[src/rtl/pll_rst_seq.sv]
// PLL reset and lock sequencer on the free-running reference clock: pulses the PLL
// reset, qualifies lock, releases three domain resets in order, re-arms on loss.
module pll_rst_seq #(
    parameter int RST_PULSE_CYC    = 16,
    parameter int LOCK_TIMEOUT_CYC = 50000,
    parameter int LOCK_STABLE_CYC  = 1024,
    parameter int STAGGER_CYC      = 8,
    parameter int LOSS_FILTER_CYC  = 4,
    parameter int MAX_RETRY        = 7
) (
    input  logic       sys_clk,
    input  logic       sys_rst_n,
    input  logic       pll_lock_i,
    input  logic       soft_rst_i,
    output logic       pll_rst_o,
    output logic [2:0] dom_rst_n_o,
    output logic       ready_o,
    output logic       fail_o,
    output logic [2:0] retry_cnt_o,
    output logic [2:0] state_o
);

    typedef enum logic [2:0] {
        S_RESET_PLL = 3'd0,
        S_WAIT_LOCK = 3'd1,
        S_STABLE    = 3'd2,
        S_RELEASE   = 3'd3,
        S_RUN       = 3'd4,
        S_FAIL      = 3'd5
    } state_t;

    localparam int MAX_A   = (RST_PULSE_CYC > LOCK_TIMEOUT_CYC) ? RST_PULSE_CYC : LOCK_TIMEOUT_CYC;
    localparam int MAX_B   = (LOCK_STABLE_CYC > 2 * STAGGER_CYC) ? LOCK_STABLE_CYC : 2 * STAGGER_CYC;
    localparam int MAX_CYC = (MAX_A > MAX_B) ? MAX_A : MAX_B;
    localparam int CNT_W   = $clog2(MAX_CYC + 1);
    localparam int LOSS_W  = $clog2(LOSS_FILTER_CYC + 1);

    localparam logic [CNT_W-1:0]  PULSE_LAST   = CNT_W'(RST_PULSE_CYC - 1);
    localparam logic [CNT_W-1:0]  TIMEOUT_LAST = CNT_W'(LOCK_TIMEOUT_CYC - 1);
    // The WAIT_LOCK cycle that sees lock already counts as the first good sample,
    // so STABLE itself needs LOCK_STABLE_CYC-1 more (LOCK_STABLE_CYC must be >= 2).
    localparam logic [CNT_W-1:0]  STABLE_LAST  = CNT_W'(LOCK_STABLE_CYC - 2);
    localparam logic [CNT_W-1:0]  STAGGER_MARK = CNT_W'(STAGGER_CYC);
    localparam logic [CNT_W-1:0]  RELEASE_LAST = CNT_W'(2 * STAGGER_CYC - 1);
    localparam logic [LOSS_W-1:0] LOSS_LAST    = LOSS_W'(LOSS_FILTER_CYC - 1);
    localparam logic [2:0]        RETRY_MAX    = 3'(MAX_RETRY);

    logic              r_lock_meta;
    logic              r_lock_s;
    state_t            r_state;
    logic [CNT_W-1:0]  r_cnt;
    logic [LOSS_W-1:0] r_loss_cnt;
    logic [2:0]        r_retry;
    logic              r_pll_rst;
    logic [2:0]        r_dom_rst_n;
    logic              r_ready;
    logic              r_fail;

    state_t            w_nxt_state;
    logic [CNT_W-1:0]  w_nxt_cnt;
    logic [LOSS_W-1:0] w_nxt_loss_cnt;
    logic [2:0]        w_nxt_retry;
    logic              w_loss;
    logic              w_fail_attempt;
    logic              w_nxt_pll_rst;
    logic [2:0]        w_nxt_dom_rst_n;
    logic              w_nxt_ready;
    logic              w_nxt_fail;

    always_ff @(posedge sys_clk or negedge sys_rst_n) begin
        if (!sys_rst_n) begin
            r_lock_meta <= 1'b0;
            r_lock_s    <= 1'b0;
        end else begin
            // NOTE: non-blocking assignments keep the two synchronizer stages distinct;
            // blocking here would collapse them into one flop.
            r_lock_meta <= pll_lock_i;
            r_lock_s    <= r_lock_meta;
        end
    end

    always_comb begin
        // NOTE: every signal gets a default before any branch, so no path can leave
        // one unassigned and infer a latch.
        w_nxt_state    = r_state;
        w_nxt_cnt      = r_cnt;
        w_nxt_loss_cnt = '0;
        w_nxt_retry    = r_retry;
        w_loss         = 1'b0;
        w_fail_attempt = 1'b0;

        if ((r_state == S_RELEASE || r_state == S_RUN) && !r_lock_s) begin
            if (r_loss_cnt == LOSS_LAST) begin
                w_loss = 1'b1;
            end else begin
                w_nxt_loss_cnt = r_loss_cnt + 1'b1;
            end
        end

        case (r_state)
            S_RESET_PLL: begin
                w_nxt_cnt = r_cnt + 1'b1;
                if (r_cnt == PULSE_LAST) w_nxt_state = S_WAIT_LOCK;
            end
            S_WAIT_LOCK: begin
                w_nxt_cnt = r_cnt + 1'b1;
                if (r_lock_s) begin
                    w_nxt_state = S_STABLE;
                end else if (r_cnt == TIMEOUT_LAST) begin
                    w_fail_attempt = 1'b1;
                end
            end
            S_STABLE: begin
                w_nxt_cnt = r_cnt + 1'b1;
                if (!r_lock_s) begin
                    w_nxt_state = S_WAIT_LOCK;
                end else if (r_cnt == STABLE_LAST) begin
                    w_nxt_state = S_RELEASE;
                end
            end
            S_RELEASE: begin
                w_nxt_cnt = r_cnt + 1'b1;
                if (w_loss) begin
                    w_fail_attempt = 1'b1;
                end else if (r_cnt == RELEASE_LAST) begin
                    w_nxt_state = S_RUN;
                end
            end
            S_RUN: begin
                if (w_loss) w_fail_attempt = 1'b1;
            end
            S_FAIL: begin
                w_nxt_state = S_FAIL;
            end
            default: begin
                w_nxt_state = S_RESET_PLL;
            end
        endcase

        if (w_fail_attempt) begin
            w_nxt_retry = r_retry + 3'd1;
            w_nxt_state = (w_nxt_retry == RETRY_MAX) ? S_FAIL : S_RESET_PLL;
        end
        if (w_nxt_state == S_RUN) w_nxt_retry = '0;

        if (soft_rst_i) begin
            w_nxt_state    = S_RESET_PLL;
            w_nxt_retry    = '0;
            w_nxt_loss_cnt = '0;
        end

        // Every state entry, including a soft restart of RESET_PLL, starts from zero.
        if (w_nxt_state != r_state || soft_rst_i) w_nxt_cnt = '0;

        // Outputs are decoded from the next state so they change on the same edge
        // as the transition and leave the block glitch-free from flops.
        w_nxt_pll_rst = (w_nxt_state == S_RESET_PLL) || (w_nxt_state == S_FAIL);
        w_nxt_ready   = (w_nxt_state == S_RUN);
        w_nxt_fail    = (w_nxt_state == S_FAIL);
        case (w_nxt_state)
            S_RUN:     w_nxt_dom_rst_n = 3'b111;
            S_RELEASE: w_nxt_dom_rst_n = {1'b0, (w_nxt_cnt >= STAGGER_MARK), 1'b1};
            default:   w_nxt_dom_rst_n = 3'b000;
        endcase
    end

    always_ff @(posedge sys_clk or negedge sys_rst_n) begin
        if (!sys_rst_n) begin
            r_state     <= S_RESET_PLL;
            r_cnt       <= '0;
            r_loss_cnt  <= '0;
            r_retry     <= '0;
            r_pll_rst   <= 1'b1;
            r_dom_rst_n <= 3'b000;
            r_ready     <= 1'b0;
            r_fail      <= 1'b0;
        end else begin
            r_state     <= w_nxt_state;
            r_cnt       <= w_nxt_cnt;
            r_loss_cnt  <= w_nxt_loss_cnt;
            r_retry     <= w_nxt_retry;
            r_pll_rst   <= w_nxt_pll_rst;
            r_dom_rst_n <= w_nxt_dom_rst_n;
            r_ready     <= w_nxt_ready;
            r_fail      <= w_nxt_fail;
        end
    end

    assign pll_rst_o   = r_pll_rst;
    assign dom_rst_n_o = r_dom_rst_n;
    assign ready_o     = r_ready;
    assign fail_o      = r_fail;
    assign retry_cnt_o = r_retry;
    assign state_o     = r_state;

endmodule

[config.mk]
export PLATFORM = sky130hd
export DESIGN_NAME = pll_rst_seq
export DESIGN_NICKNAME = d
export VERILOG_FILES = /design/src/rtl/pll_rst_seq.sv
export SDC_FILE = /design/constraint.sdc
export NUM_CORES = 1
export LEC_CHECK = 0
export ABC_AREA = 0
export BUFFER_PORTS_ARGS = -buffer_cell sky130_fd_sc_hd__buf_2
export CORE_ASPECT_RATIO = 1.4
export CORE_UTILIZATION = 60
export DETAILED_ROUTE_END_ITERATION = 10
export PLACE_DENSITY = 0.79
export SLEW_MARGIN = 5
export SYNTH_ARGS = -nofsm -noshare
export SYNTH_HDL_FRONTEND = slang
export SYNTH_SLANG_ARGS = --single-unit
[constraint.sdc]
create_clock -name sys_clk -period 4.8 [get_ports sys_clk]
set_input_delay 0 -clock sys_clk [delete_from_list [all_inputs] [get_ports sys_clk]]
set_output_delay 0 -clock sys_clk [all_outputs]
set_load 0.005 [all_outputs]
# Word level (Yosys, flattened, before mapping)
# Index checks and enable logic that the tools add are counted.
# totals
in_bits,4
regBits,33
mem_count,0
word_cells,64
romBits,0
ram_bits,0
latch_bits,0
# classes
magnitude_cmp,1
div_mod_pow,0
addsub,3
n_mul,0
bitwise_logic,0
mux,25
reduce_logical,10
n_eq_ne,15
shift,0
# op_table
cell,n
$mux 3,15
$mux 16,2
$eq 3x3->1 const B,6
$pmux 3 s6,1
$add 16x1->16 const B,1
$eq 16x10->1 const B,1
$eq 16x16->1 const B,1
$eq 16x4->1 const B,1
$ge 16x4->1 const B,1
$eq 3x2->1 const B,4
$add 3x1->3 const B,2
$logic_not 3->1,2
$pmux 3 s2,1
$mux 1,5
$reduce_or 4->1,1
$eq 3x1->1 const B,1
$logic_or 1x1->1,3
$ne 3x3->1,1
$reduce_bool 3->1,1
$pmux 1 s2,1
$reduce_or 2->1,1
$logic_and 1x1->1,1
$logic_not 1->1,1

# Logic depth before layout (Yosys ltp)
# logic_depth
ltp_word,13
depth_mapped,9
ltp_nobuf,7

# Least setup slack after synthesis
# Ideal clock, no wire load.
# synth_path
kind,register to register
start,register r_cnt[0]
end,register r_cnt[10]
period_less_slack_ns,2.611
n_path_buf,2
setup_ns,0.087
setup_slack_ns,2.189
stages_incl_launch_ff,10
required_ns,4.713
t_arrival_ns,2.524
cell_sequence,dfrtp_1 > ha_1 > or4b_4 > nor4_4 > a31oi_1 > o31a_1 > or3_1 > buf_6 > buf_12 > a211oi_2
# synth_via
elab_chain_cells,9
word_cells_on_any_way,19
# synth_rtl
item,line,text
start: declaration,51,logic [CNT_W-1:0] r_cnt;
start signal: assignment,179,r_cnt <= w_nxt_cnt;
"$eq 16x4->1, or another cell as far along","103, 125",
"$mux 3, or another cell as far along",125,end else if (r_cnt == RELEASE_LAST) begin
"$mux 3, or another cell as far along",123,if (w_loss) begin
$pmux 3 s6 or $pmux 1 s2 (tied branches),100,case (r_state)
$mux 3,140,if (w_fail_attempt) begin
$mux 3,146,if (soft_rst_i) begin
$ne 3x3->1,153,if (w_nxt_state != r_state || soft_rst_i) w_nxt_cnt = '0;
$logic_or 1x1->1,153,
$mux 16 *,153,
named net w_nxt_cnt[10],60,logic [CNT_W-1:0] w_nxt_cnt;
# Mark *: on every way through the listed nets, which the timed path passes. The rest lies on a longest branch.
# A chain may end at the register's enable or synchronous reset.

# Final worst setup path
# layout_path
start,register r_cnt[0]
end,register r_cnt[0]
# The elaborated chain is that of the path after synthesis.

==> key figures <==
Status
  • Status: finished, final reports clean

Global routing
  • First-pass GRT wire length: 7534 um
  • Gr ovfl total: 0
  • Total GRT Usage: 25.96%
  • Largest net degree at the start of global routing: 33
  • Vias in the first global route: 1,604
  • Initial antenna violation count: 0

Clock tree
  • Total CTS buffers: 5
  • Longest Clk Path Bufs: 2
  • Post-CTS Resized: 0
  • H-tree depth: 2
  • Clock root buffer: clkbuf_8
  • Worst-path clk slew: 0.07 ns
  • Clk Latency, worst-skew pair: 0.29 ns
  • Clock sink total: 32
  • CTS tree: done

Synthesis
  • Avg Cell Area, Syn: 10.17 um^2
  • Yosys warning count: 0
  • Cell variety after synth: 64
  • Cell Area, Synth: 0.002248 mm^2
  • Post-Synthesis Cells: 221
  • Register bit total from synthesis: 32
  • Synth Flop Type: dfrtp_1
  • Syn_nets: 230
  • Top cells by count, synth: dfrtp_1 (31), nand2_1 (18), nor2_1 (16)
  • Sequential area share after synthesis: 35.67%
  • Synth top area share: 34.50%
  • Yosys top cell by area: dfrtp_1
  • Post-synth EDFFs: 0
  • FFs w/ async S/R, synth: 100.0%
  • Synth top area cells: dfrtp_1 (35%), a211oi_2 (5.6%), xnor2_1 (4.3%), a211oi_1 (4.0%), clkbuf_8 (3.7%)
  • Most frequent cell after synthesis: dfrtp_1

Detailed routing
  • DRC violations left: 0
  • Antenna-violating nets left: 0
  • Final wirelength: 4430 um
  • TritonRoute pass-1 iters: 4
  • Routed WL per cell: 16.23 um
  • Vias: 1,685
  • DR vias/cell: 6.172
  • Initial DRC count: 47

Floorplanning
  • Top Ports: 16
  • Initial Util: 64.76%
  • Core Rows: 25
  • Die Y: 74.43 um
  • CORE AREA: 0.003472 mm^2
  • Die width: 53.74 um
  • Die footprint: 0.004000 mm^2

Final layout
  • FF/Latch Area: 802.0 um^2
  • Final core occ: 67.24%
  • Antenna Cells: 0
  • Area Growth Syn to Fin: 3.840%
  • FILL cells: 292
  • Footprint of the multi-input gates: 0.001239 mm^2
  • Post-route insts no fill: 273
  • NumNets Final: 241
  • Share of cells above drive strength 1: 23.18%

STA
  • Final period utilization: 65.85%
  • Setup violators final: 0
  • Clock skew: 0.006307 ns
  • Fin Setup TNS: 0 ns
  • Hold slack: 0.02965 ns
  • Max_slew headroom: 42.04%
  • RSZ-0062 raised after global routing: no
  • Max Slew Vio Count: 0
  • FMAX: 0.3164 GHz
  • Least-Margin Pin Slew: 0.8614 ns
  • Final worst path period need: 3.161 ns
  • Final-report hold violation count: 0

Placed design
  • Final HPWL DP: 3015 um
  • Cell total after placement: 263
  • IO Port Bufs: 15
  • Gp weighted congestion: 0.8499

Setup path
  • Crit path kind: reg -> reg
  • Worst setup EP type: register
  • Crit path required time: 4.98 ns
  • Worst Setup Start Kind: register
  • Worst EP arrival: 3.34 ns
  • Worst Path Max Fanout: 16

Hold path
  • Worst hold-check path type: in -> reg

Power
  • Power per cell area: 238.3 mW/mm^2
  • Worst vdd ir: 0.1988 mV
  • Pleak: 1.030 nW
  • Total power: 0.0005565 W

Run
  • Max Cap Viol: 0
stage by stage:
stage                     cell area (um^2)  setup slack (ns)
after floorplan                       2248             2.189
after global placement                2207             1.797
after detailed placement              2207             1.697
after CTS                             2335             1.702
after global routing                  2335             1.471
final                                 2335             1.639
flip-flops by register name, indices dropped and copies added, names as in the netlist:
name         flops
pll_rst_o        1
r_loss_cnt       3
r_lock_s         1
r_cnt           16
retry_cnt_o      3
r_lock_meta      1
fail_o           1
dom_rst_n_o      3
state_o          3
path summary, 6_finish.rpt:
path | from | endpoint | slack (ns) | depth (start not counted)
max | r_cnt[0]$_DFF_PN0_ | r_cnt[0]$_DFF_PN0_ | 1.64 | 7
min | soft_rst_i | retry_cnt_o[0]$_DFFE_PN0P_ | 0.03 | 2
max reg2reg | r_cnt[0]$_DFF_PN0_ | r_cnt[0]$_DFF_PN0_ | 1.64 | 7
min reg2reg | r_lock_meta$_DFF_PN0_ | r_lock_s$_DFF_PN0_ | 0.35 | 0
max in group asynchronous | sys_rst_n | r_cnt[5]$_DFF_PN0_ | 4.05 | 2
min in group asynchronous | sys_rst_n | state_o[1]$_DFF_PN0_ | 0.29 | 2
cells in the final DEF, fill, tap and decap left out, drive strengths merged, types with 4 or more instances in the layout:
cell,count
buf,17
xnor2,11
xor2,8
nand3,10
inv,7
nor3,5
a211oi,22
ha,5
nand2,18
dfrtp,31
a21oi,7
nor2,16
and3,4
clkbuf,6
nor4b,5
power by group:
group	leakage, nW	total (W)	switching [W]	internal (W)
Clock	0.0552	0.000255	0.000101	0.000154
Combinational	0.538	0.0000233	0.0000145	0.00000876
Sequential	0.437	0.000278	0.00000525	0.000273
cell families (layout without fill, tap and decap cells):
| logic type | after synthesis | in the layout | share of synthesized area [%] |
|---|---|---|---|
| AOI/OAI and AO/OA | 51 | 51 | 19.76 |
| xor gates and xnor gates | 19 | 19 | 7.401 |
| adders and majority gates | 5 | 5 | 2.782 |
| buffers and inverters | 22 | 34 | 9.238 |
| DFF | 32 | 32 | 35.67 |
| muxes | 3 | 3 | 1.391 |
| and+or+nand+nor | 89 | 89 | 23.76 |
layer usage:
layer / GRT usage (%) / vias up / share of wire, %
li1: - / 833 / -
met1: 33.51 / 807 / 44
met2: 40.47 / 33 / 50
met3: 5.726 / 12 / 3.3
met4: 12.28 / 0 / 2.8
met5: 0 / - / 0
area by class of cell:
type / count / share of cell area (%)
Timing Repair Buffer: 19 / 4.716
Multi-Input combinational cell: 167 / 53.05
Sequential cell: 32 / 34.35
Inverter: 7 / 1.125
Clock inverter: 2 / 1.501
Tap cell: 40 / 2.144
Clock buffer: 6 / 3.108
worst max-delay path: stages, from the launching register on:
cell and delay, ns:
dfrtp_1 0.46, ha_1 0.22, or4b_4 0.48, nor4_4 0.37
a31oi_1 0.15, o31a_1 0.31, or3_1 0.68, a211oi_1 0.40
repair_timing:
item | CTS | global route
setup buffers | 0 | 0
hold buffers | 2 | 0
endpoints found under the hold margin | 32 | 0
Note: power is estimated with default switching activity, not from simulation.
